--- src/rtl/alu_exec_unit_if.sv ---
// Handshake bundle between operand fetch, the ALU execute stage and writeback.
// Latency: none; wires only.
// Backpressure: in_ready gates the upstream op, out_ready gates the result.
interface alu_exec_unit_if;
  logic        in_valid;
  logic        in_ready;
  logic [3:0]  in_op;
  logic [31:0] in_a;
  logic [31:0] in_b;
  logic [4:0]  in_rd;
  logic        out_valid;
  logic        out_ready;
  logic [31:0] out_result;
  logic [4:0]  out_rd;
  logic        out_illegal;

  // Upstream producer plus downstream consumer side (drives ops, sinks results)
  modport master (
    output in_valid, in_op, in_a, in_b, in_rd, out_ready,
    input  in_ready, out_valid, out_result, out_rd, out_illegal
  );

  // Execute unit side
  modport slave (
    input  in_valid, in_op, in_a, in_b, in_rd, out_ready,
    output in_ready, out_valid, out_result, out_rd, out_illegal
  );
endinterface

--- src/rtl/alu_exec_unit.sv ---
// RV32I ALU execute stage: one op in, one registered result + rd out (SHIFT_FAST_EN selects a barrel shifter).
// Latency: 1 cycle for non-shift ops; iterative shifts take 1+shamt cycles (1 cycle with SHIFT_FAST_EN).
// Backpressure: in_ready only in IDLE or in DONE with out_ready; result held stable while out_ready is low.
module alu_exec_unit (
  input  logic            clk,
  input  logic            rst_n,
  alu_exec_unit_if.slave  io
);

  localparam logic [3:0] OP_ADD  = 4'd0;
  localparam logic [3:0] OP_SUB  = 4'd1;
  localparam logic [3:0] OP_AND  = 4'd2;
  localparam logic [3:0] OP_OR   = 4'd3;
  localparam logic [3:0] OP_XOR  = 4'd4;
  localparam logic [3:0] OP_SLL  = 4'd5;
  localparam logic [3:0] OP_SRL  = 4'd6;
  localparam logic [3:0] OP_SRA  = 4'd7;
  localparam logic [3:0] OP_SLT  = 4'd8;
  localparam logic [3:0] OP_SLTU = 4'd9;

  typedef enum logic [1:0] {
    ST_IDLE  = 2'd0,
    ST_SHIFT = 2'd1,
    ST_DONE  = 2'd2
  } state_t;

  state_t      state_q, state_d;
  logic [31:0] result_q, result_d;   // doubles as the shift register while in SHIFT
  logic [4:0]  rd_q, rd_d;
  logic        illegal_q, illegal_d;
  logic [4:0]  cnt_q, cnt_d;         // remaining single-bit shift steps
  logic [1:0]  shkind_q, shkind_d;   // in_op[1:0]: 01 SLL, 10 SRL, 11 SRA

  logic        accept;
  logic        is_shift;
  logic        start_iter;
  logic [4:0]  shamt;
  logic [31:0] alu_res;
  logic        alu_ill;
  logic [31:0] shift_step;

  assign io.in_ready    = (state_q == ST_IDLE) || ((state_q == ST_DONE) && io.out_ready);
  assign accept         = io.in_valid && io.in_ready;
  assign io.out_valid   = (state_q == ST_DONE);
  assign io.out_result  = result_q;
  assign io.out_rd      = rd_q;
  assign io.out_illegal = illegal_q;

  assign shamt    = io.in_b[4:0];
  assign is_shift = (io.in_op == OP_SLL) || (io.in_op == OP_SRL) || (io.in_op == OP_SRA);

`ifdef SHIFT_FAST_EN
  assign start_iter = 1'b0;
`else
  // A zero shift amount is finished on accept, so it never enters SHIFT
  assign start_iter = accept && is_shift && (shamt != 5'd0);
`endif

  // Single-cycle function units evaluated on the incoming operands
  always_comb begin
    alu_res = 32'd0;
    alu_ill = 1'b0;
    case (io.in_op)
      OP_ADD:  alu_res = io.in_a + io.in_b;
      OP_SUB:  alu_res = io.in_a - io.in_b;
      OP_AND:  alu_res = io.in_a & io.in_b;
      OP_OR:   alu_res = io.in_a | io.in_b;
      OP_XOR:  alu_res = io.in_a ^ io.in_b;
`ifdef SHIFT_FAST_EN
      OP_SLL:  alu_res = io.in_a << shamt;
      OP_SRL:  alu_res = io.in_a >> shamt;
      OP_SRA:  alu_res = 32'($signed(io.in_a) >>> shamt);
`else
      // Only reached with shamt==0; nonzero amounts go through the iterative path
      OP_SLL, OP_SRL, OP_SRA: alu_res = io.in_a;
`endif
      OP_SLT:  alu_res = {31'd0, ($signed(io.in_a) < $signed(io.in_b))};
      OP_SLTU: alu_res = {31'd0, (io.in_a < io.in_b)};
      default: begin
        alu_res = 32'd0;
        alu_ill = 1'b1;
      end
    endcase
  end

  // One-bit shift step applied to the shift register each SHIFT cycle
  always_comb begin
    case (shkind_q)
      2'b01:   shift_step = {result_q[30:0], 1'b0};
      2'b10:   shift_step = {1'b0, result_q[31:1]};
      default: shift_step = {result_q[31], result_q[31:1]};
    endcase
  end

  // Next-state logic: FSM progression, then an accepted op overrides (covers back-to-back from DONE)
  always_comb begin
    state_d   = state_q;
    result_d  = result_q;
    rd_d      = rd_q;
    illegal_d = illegal_q;
    cnt_d     = cnt_q;
    shkind_d  = shkind_q;

    case (state_q)
      ST_SHIFT: begin
        result_d = shift_step;
        cnt_d    = cnt_q - 5'd1;
        if (cnt_q == 5'd1) begin
          state_d = ST_DONE;
        end
      end
      ST_DONE: begin
        if (io.out_ready && !accept) begin
          state_d = ST_IDLE;
        end
      end
      default: begin
        state_d = (state_q == ST_IDLE) ? ST_IDLE : ST_IDLE;
      end
    endcase

    if (accept) begin
      rd_d      = io.in_rd;
      illegal_d = alu_ill;
      shkind_d  = io.in_op[1:0];
      if (start_iter) begin
        result_d = io.in_a;
        cnt_d    = shamt;
        state_d  = ST_SHIFT;
      end else begin
        result_d = alu_res;
        cnt_d    = 5'd0;
        state_d  = ST_DONE;
      end
    end
  end

  // State and output registers; reset drops any in-flight op immediately
  always_ff @(posedge clk or negedge rst_n) begin
    if (!rst_n) begin
      state_q   <= ST_IDLE;
      result_q  <= 32'd0;
      rd_q      <= 5'd0;
      illegal_q <= 1'b0;
      cnt_q     <= 5'd0;
      shkind_q  <= 2'b00;
    end else begin
      state_q   <= state_d;
      result_q  <= result_d;
      rd_q      <= rd_d;
      illegal_q <= illegal_d;
      cnt_q     <= cnt_d;
      shkind_q  <= shkind_d;
    end
  end

endmodule

--- src/flat_wrapper.sv ---
// flat-port wrapper written by rule: the top's interface ports become plain ports
module alu_exec_unit_flat 
  (clk, rst_n, io_in_valid, io_in_op, io_in_a, io_in_b, io_in_rd, io_out_ready, io_in_ready, io_out_valid, io_out_result, io_out_rd, io_out_illegal);
  alu_exec_unit_if io_i ();
  input  logic clk;
  input  logic rst_n;
  input wire logic [$bits(io_i.in_valid)-1:0] io_in_valid;
  input wire logic [$bits(io_i.in_op)-1:0] io_in_op;
  input wire logic [$bits(io_i.in_a)-1:0] io_in_a;
  input wire logic [$bits(io_i.in_b)-1:0] io_in_b;
  input wire logic [$bits(io_i.in_rd)-1:0] io_in_rd;
  input wire logic [$bits(io_i.out_ready)-1:0] io_out_ready;
  output wire logic [$bits(io_i.in_ready)-1:0] io_in_ready;
  output wire logic [$bits(io_i.out_valid)-1:0] io_out_valid;
  output wire logic [$bits(io_i.out_result)-1:0] io_out_result;
  output wire logic [$bits(io_i.out_rd)-1:0] io_out_rd;
  output wire logic [$bits(io_i.out_illegal)-1:0] io_out_illegal;
  assign io_i.in_valid = io_in_valid;
  assign io_i.in_op = io_in_op;
  assign io_i.in_a = io_in_a;
  assign io_i.in_b = io_in_b;
  assign io_i.in_rd = io_in_rd;
  assign io_i.out_ready = io_out_ready;
  assign io_in_ready = io_i.in_ready;
  assign io_out_valid = io_i.out_valid;
  assign io_out_result = io_i.out_result;
  assign io_out_rd = io_i.out_rd;
  assign io_out_illegal = io_i.out_illegal;
  alu_exec_unit u_core (.clk(clk), .rst_n(rst_n), .io(io_i));
endmodule
--- config.mk ---
export PLATFORM = sky130hd
export DESIGN_NAME = alu_exec_unit_flat
export DESIGN_NICKNAME = d
export VERILOG_FILES = /design/src/rtl/alu_exec_unit_if.sv /design/src/rtl/alu_exec_unit.sv /design/src/flat_wrapper.sv
export SDC_FILE = /design/constraint.sdc
export NUM_CORES = 1
export LEC_CHECK = 0
export BUFFER_PORTS_ARGS = -buffer_cell sky130_fd_sc_hd__buf_2
export CAP_MARGIN = 20
export CORE_ASPECT_RATIO = 1.4
export CORE_MARGIN = 10
export CORE_UTILIZATION = 50
export DETAILED_ROUTE_END_ITERATION = 10
export PLACE_DENSITY = 0.82
export SLEW_MARGIN = 20
export SYNTH_ARGS = -nofsm -noshare
export SYNTH_HDL_FRONTEND = slang
export SYNTH_SLANG_ARGS = --single-unit
--- constraint.sdc ---
create_clock -name clk -period 2.05 [get_ports clk]
set_clock_uncertainty 0.05 [all_clocks]
set_input_delay 0.41 -clock clk [delete_from_list [all_inputs] [get_ports clk]]
set_output_delay 0.41 -clock clk [all_outputs]
set_load 0.005 [all_outputs]
# Word level (Yosys, flattened, before mapping)
# Index checks and enable logic that the tools add are counted.
totals:
  elab_cells: 63
  ff_bits: 47
  inputBits: 77
op_classes:
  order_cmp: 2
  n_eq_ne: 16
  addsub: 3
  n_mux: 14
  n_reduce_logical: 18
  bitwise_logic: 3
op_table:
  columns: ["op", "count"]
  rows:
  - ["$pmux W32 S8", 1]
  - ["$mux W32", 3]
  - ["$lt A32 B32 Y1", 2]
  - ["$pmux W32 S2", 1]
  - ["$add A32 B32 Y32", 1]
  - ["$and A32 B32 Y32", 1]
  - ["$or A32 B32 Y32", 1]
  - ["$sub A32 B32 Y32", 1]
  - ["$xor A32 B32 Y32", 1]
  - ["$eq A4 B3 Y1 const B", 4]
  - ["$mux W5", 3]
  - ["$reduce_or A10 Y1", 1]
  - ["$eq A4 B2 Y1 const B", 2]
  - ["$eq A4 B4 Y1 const B", 2]
  - ["$mux W2", 4]
  - ["$ne A3 B1 Y1 const B", 2]
  - ["$eq A5 B1 Y1 const B", 1]
  - ["$logic_and A1 B1 Y1", 5]
  - ["$reduce_bool A5 Y1", 1]
  - ["$sub A5 B1 Y5 const B", 1]
  - ["$eq A2 B1 Y1 const B", 2]
  - ["$eq A2 B2 Y1 const B", 2]
  - ["$eq A4 B1 Y1 const B", 1]
  - ["$logic_not A4 Y1", 1]
  - ["9 further kinds", 12]

# Longest topological paths before layout
logic_depth:
  word_depth: 9
  ltp_mapped: 12
  mapped_depth_nobuf: 12

# Worst setup path after synthesis
# No wires, ideal clock.
synth_path:
  kind: "input -> register"
  start: "in io_in_a[0]"
  end: "reg u_core.result_q[26], in the netlist u_core.io.out_result[26]"
  path_stages: 12
  path_slack_ns: -0.937
  n_path_buf: 0
  setup_time_ns: 0.145
  t_arrival_ns: 2.793
  cell_sequence: "inv_1 -> ha_1 -> fa_1 -> or2_4 -> a221oi_4 -> nand4b_1 -> nor3b_4 -> o311ai_4 -> nand4_1 -> and4_1 -> o31ai_1 -> o311ai_1"
synth_between:
  elab_chain_cells: 4
synth_rtl:
  columns: ["item", "line", "rtl"]
  rows:
  - ["start, declared", "flat_wrapper.sv:9", "input wire logic [$bits(io_i.in_a)-1:0] io_in_a;"]
  - ["$sub A32 B32 Y32 or $add A32 B32 Y32 (tied branches)", "alu_exec_unit.sv:65, alu_exec_unit.sv:64", null]
  - ["$pmux W32 S8 (*)", "alu_exec_unit.sv:63", "case (io.in_op)"]
  - ["$mux W32 (*)", "alu_exec_unit.sv:126", "if (start_iter) begin"]
  - ["$mux W32 (*)", "alu_exec_unit.sv:122", "if (accept) begin"]
  - ["end signal, assigned", "alu_exec_unit.sv:149", "result_q <= result_d;"]
  - ["end, declared", "alu_exec_unit.sv:28", "logic [31:0] result_q, result_d;"]
# Every way passes the cells marked *; elsewhere a longest branch is shown, timed or not.
# A chain may end at the register's enable or synchronous reset.

# Worst setup path in the final report
layout_path:
  start: "in io_in_b[14]"
  end: "reg u_core.result_q[29], in the netlist u_core.io.out_result[29]"
layout_between:
  elab_chain_cells: 4
layout_rtl:
  columns: ["item", "line", "rtl"]
  rows:
  - ["start, declared", "flat_wrapper.sv:10", "input wire logic [$bits(io_i.in_b)-1:0] io_in_b;"]
  - ["$sub A32 B32 Y32 or $add A32 B32 Y32 (tied branches)", "alu_exec_unit.sv:65, alu_exec_unit.sv:64", null]
  - ["$pmux W32 S8 (*)", "alu_exec_unit.sv:63", null]
  - ["$mux W32 (*)", "alu_exec_unit.sv:126", null]
  - ["$mux W32 (*)", "alu_exec_unit.sv:122", null]
# Marks and branches as above.

==> impl_metrics.env <==
export IMPL_p_per_area_nw_per_um2=553.2
export IMPL_grt_util_met1_pct=33.48
export IMPL_cp_data_arrival_time_ns=2.96
export IMPL_clk_pin_slew_ns=0.08
export IMPL_ant_nets=0
export IMPL_grt_busiest_layer="met2"
export IMPL_io_pins=117
export IMPL_rrSetupSlack_ns=-0.09
export IMPL_drtPass1Iterations=10
export IMPL_gr_total_overflow=0
export IMPL_synth_xor_area_share_pct=3.685
export IMPL_hold_buffers=0
export IMPL_ys_seq_elements=47
export IMPL_crit_chain="buf_2 > inv_1 > ha_1 > buf_4 > nor2b_1 > o21ai_0 > o211ai_1 > a22o_1 > a311o_1 > nand2_2 > mux2_4 > a211oi_2 > o21ai_1"
export IMPL_end_kind="flop"
export IMPL_grt_usage_pct=30.99
export IMPL_synth_compound_gate_area_share_pct=36.42
export IMPL_min_period_ns=2.840
export IMPL_timing_final_ws_setup_ns=-0.7903
export IMPL_root_buffer="clkbuf_16"
export IMPL_crit_type="in -> reg"
export IMPL_r2r_start="u_core.shkind_q[0]"
export IMPL_tightest_slew_ns=0.6147
export IMPL_hold_worst_slack_ns=-0.007383
export IMPL_yosysTopAreaCellShare_pct=18.66
export IMPL_wl_per_cell_um=21.90
export IMPL_post_dp_hpwl_mm=27.88
export IMPL_ff2ff_path_depth=7
export IMPL_synth_area_top_cells="ha_1 (19%), dfrtp_1 (15%), a21oi_1 (5.9%)"
export IMPL_synthesis_area_um2=7844
export IMPL_rsz0062_at_grt="true"
export IMPL_antenna_found_initial=0
export IMPL_synth_avg_cell_area_um2=7.442
export IMPL_cts_buffers=5
export IMPL_required_ns=2.17
export IMPL_placementRows=54
export IMPL_drv_cap=0
export IMPL_use_met3_pct=5.657
export IMPL_drtIter0Drc=1683
export IMPL_synth_edff_count=0
export IMPL_htree_num_levels=2
export IMPL_crit_family="compound AO/OA/AOI/OAI gates"
export IMPL_gp_congestion=1.082
export IMPL_setup_viol=28
export IMPL_fill_cells=1018
export IMPL_outcome="finished with violations"
export IMPL_slowest_stage="a311o_1"
export IMPL_cp_buffers_inverters=3
export IMPL_nets=1672
export IMPL_crit_fanout=8
export IMPL_dp_slack_ns=-1.267
export IMPL_insertion_delay_ns=0.30
export IMPL_synthDistinctLibCells=78
export IMPL_cts_tree="built"
export IMPL_crit_start="io_in_b[14]"
export IMPL_grt_max_degree=32
export IMPL_vias=11000
export IMPL_wirelength_mm=36.63
export IMPL_ys_async_sr_fraction_pct=100.0
export IMPL_yosys_warnings=0
export IMPL_synth_top_area_cell="ha_1"
export IMPL_peakVddDrop_v=0.0005029
export IMPL_synth_top_family_by_area="compound AO/OA/AOI/OAI gates"
export IMPL_fp_dieArea_um2=21170
export IMPL_reg2reg_to="u_core.io.out_result[27]"
export IMPL_antenna_cells=0
export IMPL_clock_sinks=47
export IMPL_p_leak_nw=5.984
export IMPL_syn_inst=1054
export IMPL_yosysMostFrequentCell="ha_1"
export IMPL_synth_adder_area_share_pct=19.17
export IMPL_cp_depth=13
export IMPL_area_growth_pct=55.42
export IMPL_grt_pass1_vias=10830
export IMPL_critPathMaxStageDelay_ns=0.37
export IMPL_drive_gt1_share_pct=41.98
export IMPL_start_kind="input pin"
export IMPL_start_util_pct=50.70
export IMPL_clock_fmax_mhz=352.1
export IMPL_report_final_slew_viol_count=0
export IMPL_cp_endpoint="u_core.io.out_result[29]"
export IMPL_hold_violations=16
export IMPL_avgViaCountPerCell=6.576
export IMPL_ys_flop_type="dfrtp_1"
export IMPL_synth_net_count=1250
export IMPL_grt_pass1_wl_mm=54.62
export IMPL_port_buffers=116
export IMPL_synth_common_cells="ha_1 (117), inv_1 (102), nor2_1 (95)"
export IMPL_core_area_um2=15470
export IMPL_grt_use_met2_pct=53.77
export IMPL_hold_class="in -> async"
export IMPL_cts_buffer_depth=2
export IMPL_synthSimpleGateAreaFrac_pct=16.03
export IMPL_drc=0
export IMPL_final_core_util_pct=78.79
export IMPL_yosysSeqAreaShare_pct=14.99
export IMPL_synth_mux_area_share_pct=1.117
export IMPL_die_height_um=168.2
export IMPL_die_x_um=125.9
export IMPL_slew_headroom_pct=59.02
export IMPL_finalCritPeriodShare_pct=138.5
export IMPL_violations="hold timing, setup timing"
-- registers in the layout, indices dropped and copies added (netlist names) --
name	count
u_core.cnt_q	5
u_core.state_q	2
u_core.io.out_result	32
u_core.io.out_rd	5
u_core.io.out_illegal	1
u_core.shkind_q	2
-- logic make-up (layout without fill, tap and decap cells) --
family | after synthesis | after routing
AOI/OAI and AO/OA | 406 | 406
and+or+nand+nor | 266 | 266
buffers and inverters | 175 | 598
adders and majority gates | 119 | 119
DFF | 47 | 47
xor gates and xnor gates | 33 | 33
muxes | 8 | 8
-- layout by cell type (no fill, tap or decap), types with 9 or more instances in the layout --
master,n
a21oi_1,80
a21oi_2,13
a221oi_1,12
a222oi_1,39
a22o_1,21
a22oi_1,16
buf_2,113
buf_4,353
buf_6,13
dfrtp_1,47
ha_1,103
ha_4,10
inv_1,93
nand2_1,66
nand2b_1,10
nand3_1,13
nor2_1,89
nor3_1,12
nor4_1,12
o21a_1,9
o21ai_0,65
o21ai_1,21
o21ai_2,9
xnor2_1,25
-- through the flow --
| stage | area (µm²) | setup TNS [ns] | std cells | total power, mW |
|---|---|---|---|---|
| floorplan | 8015 | -13.68 | 1054 | 3.258 |
| global placement | 11310 | -28.24 | 1649 | 5.031 |
| detailed placement | 11310 | -29.64 | 1649 | 5.162 |
| CTS | 11760 | -17.20 | 1665 | 6.393 |
| global route | 12190 | -19.98 | 1673 | 7.033 |
| finish | 12190 | -16.58 | 1673 | 6.743 |
-- final cells by class --
cell class,instances,area (µm²),area share (%)
inverter,102,399.1,3.274
timing repair buffer,488,3537,29.02
multi-input combinational,832,6640,54.47
clock buffer,5,125.1,1.026
sequential,47,1176,9.648
tap,196,245.2,2.012
clock inverter,3,67.56,0.5542
-- how the worst min path moves through the flow --
stage,cells past startpoint,endpoint,from
global placement,1,u_core.cnt_q[0],rst_n
floorplan,0,u_core.cnt_q[0],rst_n
CTS,1,u_core.cnt_q[0],rst_n
finish,1,u_core.cnt_q[0],rst_n
global route,1,u_core.cnt_q[0],rst_n
detailed placement,1,u_core.cnt_q[0],rst_n
-- layer usage --
layer	routed length, µm	vias to the layer above
met2	17480	900
met5	0	-
met3	3814	295
met4	3145	0
li1	-	4752
met1	12190	5054
-- where the power goes --
group          switching (mW)  internal (mW)  total (mW)
registers               0.326           1.18        1.50
logic                    2.14           1.97        4.12
clock network           0.422          0.701        1.12
-- repair_timing --
item / CTS / global route
pin swaps: 49 / 56
endpoints found under the setup margin: 32 / 33
buffers inserted: 8 / 10
resized for setup: 48 / 81
gates cloned: 0 / 0
Power figures use the tool's default switching activity.
